==> config.mk <==
export PLATFORM = sky130hd
export DESIGN_NAME = reel_controller_flat
export DESIGN_NICKNAME = d
export VERILOG_FILES = /design/src/rtl/slots_pkg.sv /design/src/rtl/reel_controller_if.sv /design/src/rtl/reel_match.sv /design/src/rtl/reel_controller.sv /design/src/flat_wrapper.sv
export SDC_FILE = /design/constraint.sdc
export NUM_CORES = 1
export LEC_CHECK = 0
export CAP_MARGIN = 0
export CORE_MARGIN = 5
export CORE_UTILIZATION = 50
export CTS_CLUSTER_SIZE = 12
export DETAILED_ROUTE_END_ITERATION = 10
export GPL_TIMING_DRIVEN = 0
export HOLD_SLACK_MARGIN = 0.02
export PLACE_DENSITY_LB_ADDON = 0.12
export SYNTH_ARGS = -nofsm -noshare
export SYNTH_HDL_FRONTEND = slang
export SYNTH_SLANG_ARGS = --single-unit
==> constraint.sdc <==
create_clock -name clk -period 4.2 [get_ports clk]
set_input_delay 0.63 -clock clk [delete_from_list [all_inputs] [get_ports clk]]
set_output_delay 0.63 -clock clk [all_outputs]
set_load 0.01 [all_outputs]
==> src/rtl/slots_pkg.sv <==
// Shared definitions for the slot-machine reel logic.
//   SYM_W      : width of one reel symbol
//   CNT_W      : width of the per-reel spin counter
//   state_e    : reel controller FSM states
//   RES_*      : encodings of the match result (3 is never produced)
package slots_pkg;

    localparam int SYM_W = 3;
    localparam int CNT_W = 8;

    typedef enum logic [2:0] {
        IDLE  = 3'd0,
        SPIN0 = 3'd1,
        SPIN1 = 3'd2,
        SPIN2 = 3'd3,
        EVAL  = 3'd4
    } state_e;

    localparam logic [1:0] RES_NONE   = 2'd0;
    localparam logic [1:0] RES_PAIR   = 2'd1;
    localparam logic [1:0] RES_TRIPLE = 2'd2;

endpackage

==> src/rtl/reel_controller_if.sv <==
// Request/display bundle between the player-side logic and the reel controller.
//   spin   : spin request (master -> slave)
//   rnd    : random symbol, valid every cycle (master -> slave)
//   reel0/1/2 : displayed symbols (slave -> master)
//   busy   : spin in progress (slave -> master)
//   done   : one-cycle pulse when the result is final (slave -> master)
//   result : match result, see RES_* in slots_pkg (slave -> master)
interface reel_controller_if;
    import slots_pkg::*;

    logic             spin;
    logic [SYM_W-1:0] rnd;
    logic [SYM_W-1:0] reel0;
    logic [SYM_W-1:0] reel1;
    logic [SYM_W-1:0] reel2;
    logic             busy;
    logic             done;
    logic [1:0]       result;

    modport master (
        output spin, rnd,
        input  reel0, reel1, reel2, busy, done, result
    );

    modport slave (
        input  spin, rnd,
        output reel0, reel1, reel2, busy, done, result
    );

endinterface

==> src/rtl/reel_match.sv <==
// Combinational match evaluation of three reel symbols.
//   sym_a/b/c : the three final reel symbols
//   result    : RES_TRIPLE if all equal, RES_PAIR if exactly two equal,
//               otherwise RES_NONE
module reel_match
    import slots_pkg::*;
(
    input  logic [SYM_W-1:0] sym_a,
    input  logic [SYM_W-1:0] sym_b,
    input  logic [SYM_W-1:0] sym_c,
    output logic [1:0]       result
);

    // Classify the symbol triple by how many reels agree.
    always_comb begin
        result = RES_NONE;
        if ((sym_a == sym_b) && (sym_b == sym_c)) begin
            result = RES_TRIPLE;
        end else if ((sym_a == sym_b) || (sym_b == sym_c) || (sym_a == sym_c)) begin
            result = RES_PAIR;
        end else begin
            result = RES_NONE;
        end
    end

endmodule

==> src/rtl/reel_controller.sv <==
// Three-reel slot controller. A spin request in IDLE starts the reels; each
// reel spins for SPIN_CYCLES edges (reels to its right keep spinning with it),
// then stops in turn. One evaluation edge after the last reel stops, the
// match result is registered and done pulses for one cycle.
//   clk : clock, rising edge
//   rst : asynchronous active-low reset
//   bus : slave side of reel_controller_if (spin/rnd in; reels/busy/done/result out)
module reel_controller
    import slots_pkg::*;
#(
    parameter int SPIN_CYCLES = 8
) (
    input  logic             clk,
    input  logic             rst,
    reel_controller_if.slave bus
);

    // Counter value on the last edge of a reel's spin.
    localparam logic [CNT_W-1:0] CNT_LAST = CNT_W'(SPIN_CYCLES - 1);

    state_e           state_q, state_d;
    logic [CNT_W-1:0] cnt_q, cnt_d;
    logic [SYM_W-1:0] reel0_q, reel0_d;
    logic [SYM_W-1:0] reel1_q, reel1_d;
    logic [SYM_W-1:0] reel2_q, reel2_d;
    logic             busy_q, busy_d;
    logic             done_q, done_d;
    logic [1:0]       result_q, result_d;
    logic [1:0]       match_res_s;
    logic             cnt_last_s;

    assign cnt_last_s = (cnt_q == CNT_LAST);

    reel_match u_match (
        .sym_a  (reel0_q),
        .sym_b  (reel1_q),
        .sym_c  (reel2_q),
        .result (match_res_s)
    );

    // Next-state, counter, reel and status computation.
    always_comb begin
        state_d  = state_q;
        cnt_d    = cnt_q;
        reel0_d  = reel0_q;
        reel1_d  = reel1_q;
        reel2_d  = reel2_q;
        busy_d   = busy_q;
        done_d   = 1'b0;
        result_d = result_q;
        case (state_q)
            IDLE: begin
                if (bus.spin) begin
                    state_d  = SPIN0;
                    cnt_d    = '0;
                    busy_d   = 1'b1;
                    result_d = RES_NONE;
                end else begin
                    state_d = IDLE;
                end
            end
            // Each spinning stage drives its own reel and every reel to its right.
            SPIN0: begin
                reel0_d = bus.rnd;
                reel1_d = bus.rnd;
                reel2_d = bus.rnd;
                if (cnt_last_s) begin
                    cnt_d   = '0;
                    state_d = SPIN1;
                end else begin
                    cnt_d = cnt_q + 8'd1;
                end
            end
            SPIN1: begin
                reel1_d = bus.rnd;
                reel2_d = bus.rnd;
                if (cnt_last_s) begin
                    cnt_d   = '0;
                    state_d = SPIN2;
                end else begin
                    cnt_d = cnt_q + 8'd1;
                end
            end
            SPIN2: begin
                reel2_d = bus.rnd;
                if (cnt_last_s) begin
                    cnt_d   = '0;
                    state_d = EVAL;
                end else begin
                    cnt_d = cnt_q + 8'd1;
                end
            end
            EVAL: begin
                result_d = match_res_s;
                done_d   = 1'b1;
                busy_d   = 1'b0;
                state_d  = IDLE;
            end
            default: begin
                state_d = IDLE;
                cnt_d   = '0;
                busy_d  = 1'b0;
            end
        endcase
    end

    // State and output registers with asynchronous clear.
    always_ff @(posedge clk or negedge rst) begin
        if (!rst) begin
            state_q  <= IDLE;
            cnt_q    <= '0;
            reel0_q  <= '0;
            reel1_q  <= '0;
            reel2_q  <= '0;
            busy_q   <= 1'b0;
            done_q   <= 1'b0;
            result_q <= RES_NONE;
        end else begin
            state_q  <= state_d;
            cnt_q    <= cnt_d;
            reel0_q  <= reel0_d;
            reel1_q  <= reel1_d;
            reel2_q  <= reel2_d;
            busy_q   <= busy_d;
            done_q   <= done_d;
            result_q <= result_d;
        end
    end

    assign bus.reel0  = reel0_q;
    assign bus.reel1  = reel1_q;
    assign bus.reel2  = reel2_q;
    assign bus.busy   = busy_q;
    assign bus.done   = done_q;
    assign bus.result = result_q;

endmodule

==> src/flat_wrapper.sv <==
// flat-port wrapper written by rule: the top's interface ports become plain ports
module reel_controller_flat import slots_pkg::*;
#(
    parameter int SPIN_CYCLES = 8
)
  (clk, rst, bus_spin, bus_rnd, bus_reel0, bus_reel1, bus_reel2, bus_busy, bus_done, bus_result);
  reel_controller_if bus_i ();
  input  logic clk;
  input  logic rst;
  input wire logic [$bits(bus_i.spin)-1:0] bus_spin;
  input wire logic [$bits(bus_i.rnd)-1:0] bus_rnd;
  output wire logic [$bits(bus_i.reel0)-1:0] bus_reel0;
  output wire logic [$bits(bus_i.reel1)-1:0] bus_reel1;
  output wire logic [$bits(bus_i.reel2)-1:0] bus_reel2;
  output wire logic [$bits(bus_i.busy)-1:0] bus_busy;
  output wire logic [$bits(bus_i.done)-1:0] bus_done;
  output wire logic [$bits(bus_i.result)-1:0] bus_result;
  assign bus_i.spin = bus_spin;
  assign bus_i.rnd = bus_rnd;
  assign bus_reel0 = bus_i.reel0;
  assign bus_reel1 = bus_i.reel1;
  assign bus_reel2 = bus_i.reel2;
  assign bus_busy = bus_i.busy;
  assign bus_done = bus_i.done;
  assign bus_result = bus_i.result;
  reel_controller #(.SPIN_CYCLES(SPIN_CYCLES)) u_core (.clk(clk), .rst(rst), .bus(bus_i));
endmodule
---- Word level (Yosys, flattened, before mapping) ----
Index checks and enable logic that the tools add are counted.
storage, ports and cells
  input bits .............................. 6
  flip-flop bits (word level) ............. 24
  logic and storage cells ................. 49
  output and inout bits ................... 13
cells by class
  reduce and logical (&&, ||, !) cells .... 11
  bitwise logic cells ..................... 2
  equality and inequality tests ........... 12
  $add $sub $neg .......................... 1
  muxes and demuxes ....................... 15
operator list
  kind                                                 count
  case mux 8 bit (3 select lines)                      1
  two-way mux 8 bit                                    2
  case mux 3 bit (4 select lines)                      1
  equality test 3 bit                                  3
  two-way mux 3 bit                                    3
  adder 8 x 1 -> 8 bit, second input constant          1
  equality test 8 x 3 -> 1 bit, second input constant  1
  equality test 3 x 2 -> 1 bit, second input constant  2
  != test 2 x 1 -> 1 bit, second input constant        3
  AND reduction 2 bit                                  3
  two-way mux 1 bit                                    4
  two-way mux 2 bit                                    2
  case mux 2 bit (2 select lines)                      1
  equality test 3 x 1 -> 1 bit, second input constant  1
  equality test 3 bit, second input constant           1
  zero test 3 bit                                      1
  AND reduction 3 bit                                  1
  OR reduction 3 bit                                   1
  logical OR 1 bit                                     2
  != test 2 bit, second input constant                 1
  NOT 1 bit                                            2
  case mux 1 bit (2 select lines)                      1
  nonzero test 2 bit                                   1
  OR reduction 2 bit                                   1
  logical AND 1 bit                                    1

---- Longest topological paths before layout ----
Gate-level depths: netlist of the first run.
  word-level depth ........................ 6
  mapped depth ............................ 6
  depth with buffers taken out ............ 5

---- Modules after synthesis ----
From an unflattened synthesis of the first run, not the netlist that was laid out.
unflattened totals
  cell total of the unflattened synthesis .. 105
  area, all modules ....................... 1202.4 µm²
modules (own cells, without submodules)
  module           cells each  area each (µm²)  sequential area each (µm²)  instances
  reel_controller  91          1086.0           600.6                       1
  reel_match       14          116.4            0.0                         1

---- Worst setup path before layout of the first run ----
No wires, ideal clock.
  kind .................................... flip-flop to flip-flop
  start point ............................. reg u_core.cnt_q[5]
  end point ............................... reg u_core.cnt_q[4]
  arrival time ............................ 1.485 ns
  data required time ...................... 4.078 ns
  path slack .............................. 2.593 ns
  path buffers ............................ 0
  clock period less this slack ............ 1.607 ns
  stages on the path, launching flop included .. 5
  cell sequence ........................... dfrtp_1 -> or4_4 -> or3_4 -> a21oi_4 -> nor2_1
on the way
  longest elaborated chain between the ends .. 3
RTL lines
  item                             line                                                                 RTL
  start, declared                  reel_controller.sv:22                                                logic [CNT_W-1:0] cnt_q, cnt_d;
  start signal, assigned           reel_controller.sv:120                                               cnt_q <= cnt_d;
  equality test 8 x 3 -> 1 bit     reel_controller.sv:32                                                assign cnt_last_s = (cnt_q == CNT_LAST);
  two-way mux 8 bit                reel_controller.sv:67, reel_controller.sv:77, reel_controller.sv:86
  case mux 8 bit (3 select lines)  reel_controller.sv:51                                                case (state_q)
No other way between the ends.
A chain may end at the register's enable or synchronous reset.

---- Worst setup path after layout of the first run ----
  start point ............................. reg u_core.reel0_q[1] (netlist: u_core.bus.reel0[1])
  end point ............................... out bus_reel0[1]
RTL lines
  item                    line                    RTL
  start, declared         reel_controller.sv:23   logic [SYM_W-1:0] reel0_q, reel0_d;
  start signal, assigned  reel_controller.sv:121  reel0_q <= reel0_d;
  end, declared           flat_wrapper.sv:12      output wire logic [$bits(bus_i.reel0)-1:0] bus_reel0;
No word-level cell between the ends.

==> out/metrics.cfg, run 1 <==
[placement]
gp_congestion=0.822
dpl.hpwl_mm=1.65
numPortBuffers=18

[floorplan]
fp-row-count=17
design.core.area_um2=2250
ios=19
die-width_um=58.9
dieArea_um2=3470
initial_core_util_pct=53.1
die_h_um=58.9

[yosys]
netlist_top_cells_area=dfrtp_1 50%, mux2_2 9.4%, xnor2_1 6.6%
synth_top_area_cell=dfrtp_1
syn_avg_cell_area_um2=11.3
ys_seq_area_share_pct=50.2
async_flop_share_pct=100
yosysTopAreaCellShare_pct=50.2
synth_common_cells=24 x dfrtp_1, 10 x mux2_2, 9 x xnor2_1
ys_seq_elements=24
ys_types=30
synth_area_um2=1200
yosys_warnings=0
synth_most_common_cell=dfrtp_1
synthFlopType=dfrtp_1
synth_edf_count=0
syn_inst=106
syn-num-nets=113

[min_path]
hold_path.class=flop to flop
hold_depth=1

[pwr]
vdd_drop_max_mv=0.473
seqPwrFrac_pct=37.9
power_frac_comb_pct=50.3
switchingPower_uw=384
leakage_nw=0.590
powerDensity_nw_per_um2=711
pwr-share-clk_pct=11.8
p_int_uw=646
switching_share_pct=37.3

[detailed_routing]
post_drt_wl_per_cell_um=14.6
via_per_inst=5.26
drt_iter0_markers=10
ant_nets=0
dr.pass1.iters=4
route.detailed.drc=0
num_vias=820
routed_wl_mm=2.28

[critical_path]
crit_cells=1
crit_path_start_kind=flop
rr_worst_depth=4
criticalPathCategory=flop to primary output
critPathBufInv=1
critPathTopFamily=buffers and inverters
arrival_ps=1330
reg2reg_slack_ps=2400
cp.required_ps=3570
crit_fanout=4
slowest_stage=clkdlybuf4s50_1
cp_cell_sequence=clkdlybuf4s50_1
worst_setup_path_end_kind=primary output
slowest_delay_ps=570

[clocking]
cts.sinks=24
clk_pin_slew_ps=130
ctsHoldBuffers=0
clockBufferDepth=2
post_cts_buffers=0
root_buffer=clkbuf_4
clkLatencyLatePin_ps=310
cts_tree=built
cts_buffers=3
cts_resized=0
htree_levels=1

[sta]
relSlewSlack_pct=28.8
clock_skew_ps=1.81
holdWs_ps=493
fin_setup_tns_ps=0
tightestPinTransition_ps=1070
drv_slew=0
rsz0062_at_grt=no
max_clock_freq_mhz=511
setup_viol=0
fin_crit_sh_pct=46.6
period_minus_slack_ps=1960
hold_viol_final=0

[finish]
antenna_cells=0
fillers=206
multi_input_area_um2=567
area_growth_pct=21.0
register_area_um2=601
final_nets=136
drive_gt1_share_pct=17.2

[run_status]
status=completed

[grt]
grt_pass1_wl_mm=3.95
grt_pass1_vias=818
gr-total-overflow=0
grt_max_degree=25
grt_usage_pct=15.0
antenna_found_initial=0

[job]
maxCapViolCount=0

==> worst paths after layout <==
path / start / endpoint
worst max register to register: u_core.cnt_q[4] / u_core.cnt_q[0]
min in group asynchronous: rst / u_core.bus.done
worst min-delay path: u_core.bus.busy / u_core.bus.busy
worst max-delay path: u_core.bus.reel0[1] / bus_reel0[1]
worst min register to register: u_core.bus.busy / u_core.bus.busy
max in group asynchronous: rst / u_core.bus.reel1[2]
==> final cells by class <==
class                   count  share of cell area, %
plain buffers               3                  0.951
flip-flops and latches     24                   41.5
clock buffers               4                   2.51
multi-input cells          75                   39.2
well taps                  28                   2.42
repair buffers             18                   12.4
inverters                   4                   1.04
==> state kept, by name, summed over array words and instances, names as in the netlist <==
register           count
u_core.cnt_q           8
u_core.bus.reel0       3
u_core.bus.reel1       3
u_core.bus.reel2       3
u_core.state_q         3
u_core.bus.result      2
u_core.bus.busy        1
u_core.bus.done        1
==> kinds of logic (layout without fill, tap and decap cells) <==
logic type	after synthesis	after routing	synth area share, %
xor+xnor	15	15	11.0
simple gates	33	33	15.4
mux	10	10	9.41
fa+ha+maj	1	1	1.05
compound gates	16	16	10.6
flops	24	24	50.2
buf+inv	7	29	2.41
==> stage by stage <==
step / setup WS [ps] / power, mW / utilization, % / cells / area [µm²]
after global placement: 2070 / 0.901 / 62.6 / 152 / 1410
after CTS: 2220 / 1.04 / 64.2 / 156 / 1450
final: 2240 / 1.03 / 64.2 / 156 / 1450
after floorplan: 2590 / 0.736 / - / 106 / 1200
after detailed placement: 2030 / 0.913 / 62.6 / 152 / 1410
after global routing: 2160 / 1.11 / 64.2 / 156 / 1450
==> layout by cell type (no fill, tap or decap) <==
cell type	netlist	layout
a2111oi_2	1	1
a211oi_1	4	4
a21o_1	1	1
a21oi_1	3	3
a21oi_4	1	1
a22o_1	2	2
a311o_1	1	1
and2_1	1	1
and4_1	1	1
buf_2	2	2
clkbuf_1	1	1
clkbuf_4	0	3
clkbuf_8	0	1
clkdlybuf4s50_1	0	18
dfrtp_1	24	24
ha_1	1	1
inv_1	4	4
mux2_2	10	10
nand2_1	5	5
nand2b_1	1	1
nand3_1	3	3
nor2_1	8	8
nor2_2	1	1
nor2b_1	1	1
nor3_1	7	7
nor3b_1	1	1
nor4b_2	1	1
o21ai_0	3	3
or3_1	1	1
or3_4	1	1
or4_4	1	1
xnor2_1	9	9
xor2_1	6	6
==> power groups by stage <==
stage / Clock [mW] / Sequential [mW] / Combinational (mW)
CTS: 0.127 / 0.390 / 0.523
global placement: 0 / 0.392 / 0.510
global route: 0.137 / 0.404 / 0.566
floorplan: 0 / 0.405 / 0.330
finish: 0.121 / 0.390 / 0.518
detailed placement: 0 / 0.395 / 0.519
==> per-layer routing <==
metal	up-vias	track usage [%]	share of wire, %
li1	414	-	-
met1	390	21.6	51
met2	14	22.2	44
met3	2	2.63	3.9
met4	0	5.83	0.79
met5	-	0	0
Note: power is estimated with default switching activity, not from simulation.
==> run 2, diff against run 1 <==
==> constraint.sdc (replaced) <==
create_clock -name clk -period 2 [get_ports clk]
set_input_delay 0.3 -clock clk [delete_from_list [all_inputs] [get_ports clk]]
set_output_delay 0.3 -clock clk [all_outputs]
set_load 0.01 [all_outputs]
==> results of run 2 <==
The final DEF is identical to that of run 1. Status: completed.
Among the figures that moved: setup slack after placement 2030 ps -> 165 ps; setup slack after layout 2240 ps -> 197 ps; start point of the critical path u_core.bus.reel0[1] -> u_core.cnt_q[4]; end point of the critical path bus_reel0[1] -> u_core.cnt_q[0]; register-to-register setup slack 2400 ps -> 200 ps; total power 1.03 mW -> 2.16 mW; worst IR drop on VDD 0.473 mV -> 0.993 mV
